File: config.mk
export PLATFORM = sky130hd
export DESIGN_NAME = keccak_block_padder
export DESIGN_NICKNAME = d
export VERILOG_FILES = /design/src/rtl/keccak_block_padder.sv
export SDC_FILE = /design/constraint.sdc
export NUM_CORES = 2
export LEC_CHECK = 0
export CAP_MARGIN = 20
export CORE_AREA = 2 2 439 441
export CTS_CLUSTER_DIAMETER = 30
export DETAILED_ROUTE_END_ITERATION = 12
export DIE_AREA = 0 0 441 443
export DONT_BUFFER_PORTS = 1
export GPL_TIMING_DRIVEN = 0
export PLACE_DENSITY_LB_ADDON = 0.08
export SLEW_MARGIN = 20
export SYNTH_ARGS = -nofsm -noshare
export SYNTH_HDL_FRONTEND = slang
export SYNTH_SLANG_ARGS = --single-unit
File: constraint.sdc
create_clock -name clk -period 2.5 [get_ports clk]
set_input_delay 0.375 -clock clk [delete_from_list [all_inputs] [get_ports clk]]
set_output_delay 0.375 -clock clk [all_outputs]
set_load 0.02 [all_outputs]
File: src/rtl/keccak_block_padder.sv
// Sponge absorb framing: packs 32-bit words into rate-sized blocks, pads the final word and closes the block.
// Define SHAKE_DOMAIN_EN to use the SHAKE domain byte 0x1F instead of the SHA3 byte 0x06.
module keccak_block_padder #(
  parameter int RATE_WORDS = 34
) (
  input  logic                      clk,
  input  logic                      reset,
  input  logic [31:0]               in,
  input  logic                      in_ready,
  input  logic                      is_last,
  input  logic [1:0]                byte_num,
  output logic                      buffer_full,
  output logic [32*RATE_WORDS-1:0]  out,
  output logic                      out_ready,
  output logic                      block_last,
  input  logic                      f_ack
);

  localparam int RATE_BITS = 32 * RATE_WORDS;
  localparam int CW = $clog2(RATE_WORDS + 1);
  localparam logic [CW-1:0] LAST_SLOT = CW'(RATE_WORDS - 1);

`ifdef SHAKE_DOMAIN_EN
  localparam logic [7:0] DOMAIN = 8'h1F;
`else
  localparam logic [7:0] DOMAIN = 8'h06;
`endif

  localparam logic [1:0] ABSORB   = 2'd0;
  localparam logic [1:0] PAD_FILL = 2'd1;
  localparam logic [1:0] FULL     = 2'd2;
  localparam logic [1:0] DONE     = 2'd3;

  logic [1:0]    state;
  logic [CW-1:0] count;
  logic          accept;
  logic          shift_en;
  logic          padding;
  logic [31:0]   pad_word;
  logic [31:0]   shift_word;

  assign buffer_full = (state != ABSORB);

  always_comb begin
    pad_word = {DOMAIN, 24'h0};
    case (byte_num)
      2'd1:    pad_word = {in[31:24], DOMAIN, 16'h0};
      2'd2:    pad_word = {in[31:16], DOMAIN, 8'h0};
      2'd3:    pad_word = {in[31:8], DOMAIN};
      default: pad_word = {DOMAIN, 24'h0};
    endcase
  end

  // The closing rate bit is only added while padding; a plain data word landing in the last slot is untouched.
  always_comb begin
    accept   = in_ready && (state == ABSORB);
    shift_en = accept || (state == PAD_FILL);
    padding  = (accept && is_last) || (state == PAD_FILL);
    if (state == PAD_FILL)
      shift_word = 32'h0;
    else if (is_last)
      shift_word = pad_word;
    else
      shift_word = in;
    if (padding && (count == LAST_SLOT))
      shift_word = shift_word | 32'h0000_0080;
  end

  always_ff @(posedge clk) begin
    if (reset) begin
      state      <= ABSORB;
      count      <= '0;
      out        <= '0;
      out_ready  <= 1'b0;
      block_last <= 1'b0;
    end else begin
      if (shift_en) begin
        out   <= {out[RATE_BITS-33:0], shift_word};
        count <= count + CW'(1);
      end
      case (state)
        ABSORB: begin
          if (accept) begin
            if (count == LAST_SLOT) begin
              state      <= FULL;
              out_ready  <= 1'b1;
              block_last <= is_last;
            end else if (is_last) begin
              state <= PAD_FILL;
            end
          end
        end
        PAD_FILL: begin
          if (count == LAST_SLOT) begin
            state      <= FULL;
            out_ready  <= 1'b1;
            block_last <= 1'b1;
          end
        end
        FULL: begin
          if (f_ack) begin
            count     <= '0;
            out_ready <= 1'b0;
            state     <= block_last ? DONE : ABSORB;
          end
        end
        default: ;
      endcase
    end
  end

endmodule

==> results.py <==
metrics = {
    "layout": {
        "syn2layout_area_growth_pct": 40.2,
        "fin_util_pct": 27.7,
        "nets": 5224,
        "layout-drive-gt1-share_pct": 14.1,
        "layout.cells.non_filler": 7969,
        "design_area_um2": 53000,
        "fillers": 20900,
    },
    "setup_path": {
        "path_delay_family": "buffers and inverters",
        "cpMaxStageDelayCell": "dfxtp_1",
        "cp_slowest_stage_delay_ns": 0.37,
        "crit_top_cell": "inv_1",
        "path_max_fanout": 9,
        "startpoint_type": "flip-flop",
        "critPathArrivalTime_ns": 1.97,
        "cp-end-kind": "primary output",
        "cp.buffers_inverters": 3,
        "critical_path_required_ns": 2.12,
        "worstPathCellList": "inv_1 > ha_1 > buf_2 > inv_1",
        "crit_type": "reg -> out",
    },
    "outcome": {
        "outcome": "finished, final reports clean",
    },
    "sta": {
        "relSlewSlack_pct": 35.3,
        "min_period_ns": 2.35,
        "fin_crit_sh_pct": 93.8,
        "timing.fmax_mhz": 426,
        "rsz0062_at_grt": "true",
        "setup_viol": 0,
        "hold_viol": 0,
        "final-max-slew-violation-count": 0,
        "skew_ns": 0.0612,
        "tightestPinTransition_ns": 0.964,
        "setup_ws_ns": 0.154,
    },
    "power": {
        "swShare_pct": 30.5,
        "power_frac_comb_pct": 16.3,
        "ir_drop_mv": 0.615,
        "p_clk_share_pct": 58.4,
        "p_seq_share_pct": 25.4,
        "p_int_mw": 50.3,
        "switching_power_mw": 22.0,
        "cellPowerDensity_nw_per_um2": 1370,
        "leakagePower_nw": 18.1,
    },
    "global_route": {
        "gr-usage-all-layers_pct": 19.5,
        "grt_pass1_vias": 35200,
        "antenna_found_initial": 3,
        "overflow": 0,
        "grt_pass1_wl_mm": 276,
        "grt_max_degree": 17,
    },
    "floorplan": {
        "die_h_um": 443,
        "dieWidth_um": 441,
        "initial_core_util_pct": 19.8,
        "core_area_um2": 191000,
        "dieArea_um2": 195000,
        "std_cell_rows": 161,
        "io_pins": 1130,
    },
    "drt": {
        "routed_via_density": 4.36,
        "routed-via-count": 34800,
        "drt_pass1_iterations": 6,
        "wl_per_cell_um": 24.8,
        "drc": 0,
        "drtIter0Drc": 1913,
        "drt_wl_total_mm": 197,
        "drtAntennaViolNets": 0,
    },
    "yosys": {
        "synth.avg_cell_area_um2": 7.91,
        "ys_types": 34,
        "netlist_area_um2": 37800,
        "synth_warnings": 0,
        "syn_nets": 4819,
        "yosys.area_share.simple_pct": 21.8,
        "synthCells": 4774,
        "synth_top_family_by_area": "simple AND/OR/NAND/NOR gates",
        "synth_compound_area_share_pct": 15.1,
        "synth_fa_ha_area_share_pct": 0.199,
        "synth_xor_area_share_pct": 0.116,
        "yosysSeqAreaShare_pct": 58.2,
        "synth-seq-cells": 1098,
        "synthMuxAreaShare_pct": 0,
    },
    "placement": {
        "placed_area_um2": 40900,
        "place_hpwl_mm": 154,
        "pre_cts_ws_ns": -0.700,
        "gp_congestion": 0.901,
        "place_inst": 7300,
        "io_buffers": 0,
    },
    "clock_tree": {
        "cts.sink_count": 1098,
        "cts_buffers": 360,
        "cts_max_level": 5,
        "cts_tree": "built",
        "ctsRootBufferMaster": "clkbuf_16",
        "worstSkewPairLatency_ns": 0.94,
        "path_clk_slew_ns": 0.04,
        "cts_buffer_depth": 4,
    },
    "worst_hold_path": {
        "hold_class": "in -> reg",
    },
    "job": {
        "maxCapViolations": 0,
    },
}
## worst min-delay path: cells and delay by family
kind	cells	cell delay, ns
simple gates	3	0.52
compound gates	1	0.12
## placed cells by master, fill, tap and decap left out, types with 3 or more instances in the layout
master         netlist  routed
nor2b_1              5       5
bufinv_16            0      13
o21ai_1              4       4
dfxtp_1           1098    1098
dlygate4sd3_1        0      41
nor2_1              38      38
xor2_1               4       4
nand4_1              3       3
buf_4               41      44
nand2_1           2126    2126
a21oi_1           1069    1069
clkbuf_8             0      80
buf_1                3       3
clkinv_2             0      64
clkbuf_4             0      17
o21ai_0              6       6
a22oi_1             23      23
clkbuf_1           163     222
buf_2              155     133
inv_1                6       6
clkbuf_2             0      32
clkbuf_16            0     368
ha_1                 6       6
a211oi_1             4       4
clkinv_8             0       3
## power by group through the flow
stage                     registers [mW]  clock network (mW)  logic [mW]
after CTS                           18.3                43.0        11.9
after floorplan                     18.5                   0        7.25
after detailed placement            18.6                   0        11.6
after global routing                18.3                44.1        13.1
after global placement              18.6                   0        11.7
final                               18.3                42.2        11.8
## state kept, by name, indices dropped and copies added (netlist names)
signal      flops
out          1088
state           2
count           6
out_ready       1
block_last      1
## cell families (layout without fill, tap and decap cells)
logic type	after synthesis	count (layout)
other cells	0	2
simple gates	2182	2182
flops	1098	1098
fa+ha+maj	6	6
buf+inv	368	1035
compound gates	1115	1115
xor+xnor	5	5
## cell usage after synthesis (all sizes together)
cell	n	area, µm²
and3	1	6.26
nand3b	1	7.51
nor2b	5	31.3
xnor2	1	8.76
nand2b	1	6.26
nand2	2126	7980
xor2	4	35.0
nor2	38	143
o221ai	1	8.76
nand4	3	18.8
a21oi	1071	5380
dfxtp	1098	22000
a22oi	23	173
a211oi	4	30.0
nand4bb	1	11.3
a221oi	1	15.0
nand3	1	5.00
ha	6	75.1
nor3	2	10.0
a311o	1	10.0
nor3b	2	15.0
inv	6	22.5
o21ai	10	50.1
clkbuf	163	612
buf	199	1090
o22a	1	8.76
nand4b	1	8.76
o32a	1	10.0
a21o	2	15.0
## layer usage
| metal | share of wire (%) | vias to the layer above | GRT usage [%] |
|---|---|---|---|
| li1 | - | 16400 | - |
| met1 | 36 | 16700 | 19.9 |
| met4 | 2.9 | 0 | 6.80 |
| met3 | 12 | 305 | 10.0 |
| met2 | 50 | 1326 | 33.9 |
| met5 | 0 | - | 0 |
## stage by stage
step	setup TNS (ns)	hold slack [ns]	power, mW
3_3_place_gp	-388.45	0.514	30.3
3_5_place_dp	-400.35	0.518	30.2
6_report	0	0.146	72.4
2_1_floorplan	0	0.479	25.7
4_1_cts	0	0.0663	73.2
5_1_grt	-0.0104	0.130	75.5
## path summary, 6_finish.rpt
kind          startpoint           to  slack (ns)  cells past startpoint
max reg2reg     state[0]     out[926]        0.16                     10
min reg2reg     count[4]     count[4]        0.53                      2
min          byte_num[0]      out[24]        0.15                      4
max             state[0]  buffer_full        0.15                      4
## area by class of cell
class,count,area (µm²),area share (%)
Inverter,6,22.5,0.0425
Clock inverter,85,825,1.56
Sequential cell,1098,22000,41.5
Multi-Input combinational cell,3308,14100,26.5
Buffer,362,1810,3.42
Clock buffer,539,10700,20.1
Timing Repair Buffer,43,450,0.850
Tap cell,2526,3160,5.97
Antenna cell,2,5.00,0.00945
## timing repair
action                      CTS  global route
hold endpoints to repair     42             0
pin swaps                     1             0
setup endpoints to repair  1010           382
buffers inserted              2             0
cloned                        0             0
hold buffers                 41             0
gates resized for setup       5            86
Power figures use the tool's default switching activity.
